[config.mk]
export PLATFORM = sky130hd
export DESIGN_NAME = mc_control_fsm
export DESIGN_NICKNAME = d
export VERILOG_FILES = /design/src/rtl/mc_control_fsm.sv
export SDC_FILE = /design/constraint.sdc
export NUM_CORES = 1
export LEC_CHECK = 0
export CORE_UTILIZATION = 40
export DETAILED_ROUTE_END_ITERATION = 8
export PLACE_DENSITY = 0.73
export SYNTH_ARGS = -nofsm -noshare
export SYNTH_HDL_FRONTEND = slang
export SYNTH_SLANG_ARGS = --single-unit
[constraint.sdc]
create_clock -name clk -period 3.3 [get_ports clk]
set_input_delay 0.495 -clock clk [delete_from_list [all_inputs] [get_ports clk]]
set_output_delay 0.495 -clock clk [all_outputs]
set_load 0.05 [all_outputs]
[src/rtl/mc_control_fsm.sv]
// Multicycle MIPS-style controller: steps fetch/decode/execute/memory/write-back, one state per clock.
// Latency: outputs follow the state register; lw 5 cycles, sw/R/addi/lui/in/jal 4, beq/bne/j/jr 3.
// No backpressure: advances every clock; the optional bne dispatch is enabled by macro CTRL_BNE_EN.
module mc_control_fsm #(
  parameter int                 STATE_W     = 4,
  parameter logic [STATE_W-1:0] RESET_STATE = STATE_W'(0)
) (
  input  logic       clk,
  input  logic       reset,
  input  logic [5:0] Op,
  input  logic [5:0] Funct,
  input  logic       Zero,
  output logic       PCWrite,
  output logic [1:0] PCSrc,
  output logic       RegWrite,
  output logic       IorD,
  output logic       MemWrite,
  output logic       IRWrite,
  output logic [1:0] RegDst,
  output logic       MemtoReg,
  output logic       ALUSrcA,
  output logic [1:0] gpio_i,
  output logic [1:0] ALUSrcB,
  output logic [2:0] ALUControl,
  output logic [3:0] state_o,
  output logic       illegal_o
);

  typedef enum logic [STATE_W-1:0] {
    S_FETCH    = STATE_W'(0),  S_DECODE  = STATE_W'(1),  S_MEMADR = STATE_W'(2),
    S_MEMREAD  = STATE_W'(3),  S_MEMWB   = STATE_W'(4),  S_MEMWRITE = STATE_W'(5),
    S_EXECUTE  = STATE_W'(6),  S_ALUWB   = STATE_W'(7),  S_BRANCH = STATE_W'(8),
    S_IEXEC    = STATE_W'(9),  S_IWB     = STATE_W'(10), S_JUMP   = STATE_W'(11),
    S_JALEX    = STATE_W'(12), S_JALWB   = STATE_W'(13), S_JR     = STATE_W'(14),
    S_UNUSED   = STATE_W'(15)
  } state_t;

  typedef struct packed {
    logic       pc_write;
    logic [1:0] pc_src;
    logic       reg_write;
    logic       iord;
    logic       mem_write;
    logic       ir_write;
    logic [1:0] reg_dst;
    logic       mem_to_reg;
    logic       alu_src_a;
    logic [1:0] gpio_i;
    logic [1:0] alu_src_b;
    logic [2:0] alu_ctrl;
    logic       branch;     // PC write qualified by Zero
    logic       bne;        // invert the Zero qualification
  } ctrl_t;

  localparam logic [5:0] OP_R    = 6'b000000;
  localparam logic [5:0] OP_LW   = 6'b100011;
  localparam logic [5:0] OP_SW   = 6'b101011;
  localparam logic [5:0] OP_BEQ  = 6'b000100;
  localparam logic [5:0] OP_ADDI = 6'b001000;
  localparam logic [5:0] OP_LUI  = 6'b001111;
  localparam logic [5:0] OP_IN   = 6'b111111;
  localparam logic [5:0] OP_J    = 6'b000010;
  localparam logic [5:0] OP_JAL  = 6'b000011;
`ifdef CTRL_BNE_EN
  localparam logic [5:0] OP_BNE  = 6'b000101;
`endif
  localparam logic [5:0] FN_JR   = 6'b001000;

  // Control word for a given state; Op/Funct only refine ALU op and immediate select.
  function automatic ctrl_t decode(input state_t s, input logic [5:0] op, input logic [5:0] funct);
    ctrl_t c;
    c          = '0;
    c.alu_ctrl = 3'b010;
    case (s)
      S_FETCH:    begin c.ir_write = 1'b1; c.alu_src_b = 2'b01; c.pc_write = 1'b1; end
      S_DECODE:   begin c.alu_src_b = 2'b11; c.gpio_i = 2'b01; end
      S_MEMADR:   begin c.alu_src_a = 1'b1; c.alu_src_b = 2'b10; c.gpio_i = 2'b01; end
      S_MEMREAD:  c.iord = 1'b1;
      S_MEMWB:    begin c.mem_to_reg = 1'b1; c.reg_write = 1'b1; end
      S_MEMWRITE: begin c.iord = 1'b1; c.mem_write = 1'b1; end
      S_EXECUTE: begin
        c.alu_src_a = 1'b1;
        case (funct)
          6'b100010: c.alu_ctrl = 3'b110;
          6'b100100: c.alu_ctrl = 3'b000;
          6'b100101: c.alu_ctrl = 3'b001;
          6'b101010: c.alu_ctrl = 3'b111;
          default:   c.alu_ctrl = 3'b010;
        endcase
      end
      S_ALUWB:    begin c.reg_dst = 2'b01; c.reg_write = 1'b1; end
      S_BRANCH: begin
        c.alu_src_a = 1'b1; c.alu_ctrl = 3'b110; c.pc_src = 2'b01; c.branch = 1'b1;
`ifdef CTRL_BNE_EN
        c.bne = (op == OP_BNE);
`endif
      end
      S_IEXEC: begin
        c.alu_src_a = 1'b1; c.alu_src_b = 2'b10;
        c.gpio_i = (op == OP_LUI) ? 2'b00 : (op == OP_IN) ? 2'b10 : 2'b01;
      end
      S_IWB:      c.reg_write = 1'b1;
      S_JUMP:     begin c.pc_src = 2'b10; c.pc_write = 1'b1; end
      S_JALEX:    begin c.alu_src_b = 2'b10; c.gpio_i = 2'b11; end
      S_JALWB:    begin c.reg_dst = 2'b10; c.reg_write = 1'b1; c.pc_src = 2'b10; c.pc_write = 1'b1; end
      S_JR:       begin c.alu_src_a = 1'b1; c.alu_src_b = 2'b10; c.gpio_i = 2'b11; c.pc_write = 1'b1; end
      default:    c = c;
    endcase
    return c;
  endfunction

  state_t state, next_state;
  ctrl_t  ctrl_q, ctrl_out;
  logic   illegal_q, next_illegal;

  // Next-state selection; unsupported Op/Funct returns to FETCH and flags illegal.
  always_comb begin
    next_state   = S_FETCH;
    next_illegal = 1'b0;
    case (state)
      S_FETCH: next_state = S_DECODE;
      S_DECODE: begin
        case (Op)
          OP_LW, OP_SW:          next_state = S_MEMADR;
          OP_R:                  next_state = (Funct == FN_JR) ? S_JR : S_EXECUTE;
`ifdef CTRL_BNE_EN
          OP_BEQ, OP_BNE:        next_state = S_BRANCH;
`else
          OP_BEQ:                next_state = S_BRANCH;
`endif
          OP_ADDI, OP_LUI, OP_IN: next_state = S_IEXEC;
          OP_J:                  next_state = S_JUMP;
          OP_JAL:                next_state = S_JALEX;
          default:               next_illegal = 1'b1;
        endcase
      end
      S_MEMADR:  next_state = (Op == OP_LW) ? S_MEMREAD : S_MEMWRITE;
      S_MEMREAD: next_state = S_MEMWB;
      S_EXECUTE: begin
        case (Funct)
          6'b100000, 6'b100010, 6'b100100, 6'b100101, 6'b101010: next_state = S_ALUWB;
          default: next_illegal = 1'b1;
        endcase
      end
      S_IEXEC:   next_state = S_IWB;
      S_JALEX:   next_state = S_JALWB;
      default:   next_state = S_FETCH;
    endcase
  end

  // State register with the control word registered alongside for the state being entered.
  always_ff @(posedge clk or negedge reset) begin
    if (!reset) begin
      state     <= state_t'(RESET_STATE);
      ctrl_q    <= decode(state_t'(RESET_STATE), 6'd0, 6'd0);
      illegal_q <= 1'b0;
    end else begin
      state     <= next_state;
      ctrl_q    <= decode(next_state, Op, Funct);
      illegal_q <= next_illegal;
    end
  end

  // Every output is held at zero while reset is asserted.
  assign ctrl_out   = reset ? ctrl_q : '0;
  assign PCWrite    = ctrl_out.pc_write | (ctrl_out.branch & (Zero ^ ctrl_out.bne));
  assign PCSrc      = ctrl_out.pc_src;
  assign RegWrite   = ctrl_out.reg_write;
  assign IorD       = ctrl_out.iord;
  assign MemWrite   = ctrl_out.mem_write;
  assign IRWrite    = ctrl_out.ir_write;
  assign RegDst     = ctrl_out.reg_dst;
  assign MemtoReg   = ctrl_out.mem_to_reg;
  assign ALUSrcA    = ctrl_out.alu_src_a;
  assign gpio_i     = ctrl_out.gpio_i;
  assign ALUSrcB    = ctrl_out.alu_src_b;
  assign ALUControl = ctrl_out.alu_ctrl;
  assign state_o    = 4'(state);
  assign illegal_o  = illegal_q;

endmodule

==> summary.md <==
| Metric | Value |
|---|---|
| Post-Syn Nets | `around 170` |
| Post-DRT Antenna Nets | `0` |
| Clk sink count | `23` |
| F_max | `around 400 MHz` |
| Top Layer Used | `met4` |
| Sequential-to-total area share from yosys stat | `around 39%` |
| Port Buffers | `37` |
| R2R cell count | `6` |
| Synth Register Bits | `23` |
| Synthesized area | `between 1000 and 1500 sq um` |
| CTS root buf | `clkbuf_4` |
| Synth-to-Final Area Change | `40.3%` |
| DRT Wirelength | `roughly 3.1 mm` |
| Vias/cell | `5.48` |
| Crit-path slowest cell | `clkdlybuf4s50_1` |
| Via count | `~1300` |
| Wire length on met3 | `151 um` |
| Global-route usage over all layers | `17.5%` |
| Peak supply drop | `0.293 mV` |
| Metal-1 WL | `1.32 mm` |
| Ys flop type | `dfrtp_1` |
| Final hold vios | `0` |
| Skew-Pair Late Insertion Delay | `between 0.3 and 0.4 ns` |
| Min-delay worst type | `in -> async` |
| Req. time, crit path | `about 3.5 ns` |
| WL met2 | `approximately 1.6 mm` |
| CTS buffer count | `3` |
| Num ports | `38` |
| Routability Congestion | `0.893` |
| Clk pin slew, worst setup/hold paths | `~0.12 ns` |
| Layout cells sized above 1 | `approximately 24%` |
| DP HPWL | `approximately 2.5 mm` |
| Final #Nets | `about 200` |
| Kind of critical path | `in -> reg` |
| Status | `completed` |
| Ys Warns | `0` |
| FP Rows | `21` |
| Skew final | `0.00547 ns` |
| Number of setup buffers added after CTS | `0` |
| Reg2Reg Setup Slack | `approximately 1.2 ns` |
| Clk buf depth | `2` |
| Wire per inst | `13.6 um` |
| TritonRoute pass-1 iters | `4` |
| Final Max Slew Viols | `0` |
| Core Footprint | `3420 sq um` |
| Drc violations | `0` |
| DIE WIDTH | `62.6 um` |
| Post-CTS sizing | `0` |
| CP Capture Point | `ctrl_q[7]$_DFF_PN0_` |
| Largest net degree at the start of global routing | `42` |
| Post-route core utilization | `60.4%` |
| Min Tclk post-route | `~2.5 ns` |
| Final setup TNS | `0 ns` |
| Antenna violations before repair | `0` |
| Period utilization | `about three quarters` |
| Synth Area per Inst | `~9.7 sq um` |
| Initial Util | `between 40 and 50%` |
| PwrDens | `514 nW/um^2` |
| CP max FO | `12` |
| Inserted Diodes | `0` |
| Critical Path Start Type | `primary input` |
| # Max-Cap Violations | `0` |
| Number of synthesized flops with an enable pin | `0` |
| Die area | `around 3900 sq um` |
| Final worst slack | `a little over 0.8 ns` |
| Worst r2r dst | `ctrl_q[7]$_DFF_PN0_` |
| DP Worst Slack | `0.494 ns` |
| Overflow after GRT | `0` |
| Hold-fix buffers, CTS | `0` |
| RSZ-0062 raised after global routing | `false` |
| CTS tree | `done` |
| Synth cell types | `53` |
| Vias in the first global route | `1171` |
| Crit end category | `flip-flop` |
| FFs w/ async S/R, synth | `100%` |
| Mapped Cells | `roughly 150` |
| Lkg Pwr | `0.000857 uW` |
| CP peak stage delay | `a little under 0.7 ns` |
| Arrival time worst endpoint | `between 2 and 3 ns` |
| Critical path cell sequence | `clkdlybuf4s50_1 -> a211oi_1 -> and4b_1 -> or4b_4 -> nand2_2 -> mux2_4 -> o22ai_2` |
| Die height | `approximately 63 um` |
| Slew of the pin with the lowest slew margin | `~0.5 ns` |
| First-pass GRT wire length | `about 5.4 mm` |
| H-Tree Depth | `1` |
| DR iter-0 viols | `between 40 and 50` |
| Final setup viols | `0` |
| Max-slew headroom | `about two thirds` |
| Worst Setup SP | `Op[3]` |
| Worst r2r src | `state_o[3]$_DFF_PN0_` |
-- metrics by stage --
step	area, sq um	hold slack (ns)	std cells	power (uW)
finish	2060	0.568	231	1060
global placement	2040	0.658	227	925
floorplan	1470	0.199	151	733
CTS	2060	0.579	231	1060
detailed placement	2040	0.693	227	939
global route	2060	0.616	231	1110
-- power breakdown --
part / switching, uW / internal, uW
Sequential: 48.2 / 347
Combinational: 312 / 228
Clock: 79.7 / 45.3
-- synthesized netlist by cell type, types with 2 or more instances --
| cell | count | share of area (%) |
|---|---|---|
| a21oi_1 | 5 | 1.7 |
| a311oi_1 | 2 | 1.2 |
| and2_1 | 18 | 7.7 |
| and3_1 | 4 | 1.7 |
| and4b_1 | 2 | 1.4 |
| buf_2 | 3 | 1.0 |
| buf_6 | 2 | 1.5 |
| dfrtp_1 | 19 | 32 |
| dfstp_2 | 4 | 7.1 |
| inv_1 | 4 | 1.0 |
| nand2_1 | 5 | 1.3 |
| nand2b_1 | 5 | 2.1 |
| nand3_1 | 7 | 2.4 |
| nand4_1 | 5 | 2.1 |
| nor2_1 | 11 | 2.8 |
| nor2b_1 | 5 | 2.1 |
| nor3_1 | 4 | 1.4 |
| nor3_2 | 2 | 1.4 |
| nor3b_1 | 2 | 1.0 |
| nor4b_2 | 2 | 2.0 |
| o211ai_1 | 2 | 1.0 |
| o21ai_0 | 2 | 0.68 |
| o21ai_1 | 2 | 0.68 |
| or2_2 | 2 | 0.85 |
| xnor2_1 | 3 | 1.8 |
| xor2_1 | 2 | 1.2 |
-- routing by layer --
layer  up-vias  track usage (%)
met2        48             29.9
met5         -                0
met3        10             2.19
li1        611                -
met1       598             21.0
met4         0             9.88
-- how the worst min path moves through the flow --
stage                                       to  cells past startpoint  slack (ns)
after floorplan           ctrl_q[10]$_DFF_PN0_                      0        0.20
after global placement    ctrl_q[15]$_DFF_PN0_                      1        0.66
after detailed placement  ctrl_q[15]$_DFF_PN0_                      1        0.69
after CTS                  ctrl_q[2]$_DFF_PN0_                      2        0.58
after global routing       ctrl_q[2]$_DFF_PN0_                      2        0.62
final                     ctrl_q[15]$_DFF_PN0_                      2        0.57
-- registers in the layout (all words and copies together), names as in the netlist --
register   count
ctrl_q        18
illegal_o      1
state_o        4
-- cell type report --
type	instances	area, sq um
fill	299	1350
sequential	23	581
inverter	5	18.8
clock buffer	3	22.5
tap	46	57.6
multi-input combinational	115	821
timing repair buffer	38	558
clock inverter	1	5.00
-- cell usage in the layout, fill, tap and decap left out, types with 7 or more instances in the layout --
| master | Yosys | layout |
|---|---|---|
| and2_1 | 18 | 18 |
| buf_12 | 0 | 18 |
| clkdlybuf4s50_1 | 0 | 19 |
| dfrtp_1 | 19 | 19 |
| nand3_1 | 7 | 7 |
| nor2_1 | 11 | 11 |
-- worst max-delay path, delay by kind of cell --
kind                   cells  cell delay, ns
and+or+nand+nor            3            0.93
buffers and inverters      1            0.69
muxes                      1            0.32
AOI/OAI and AO/OA          2            0.28
-- cells by family after synthesis --
family          after synthesis  share of synthesized area (%)
simple gates                 83                           37.2
flops                        23                           39.5
compound gates               25                           14.0
xor+xnor                      5                           2.98
mux                           2                           1.70
buf+inv                      13                           4.68
(Power assumes the default switching activity.)
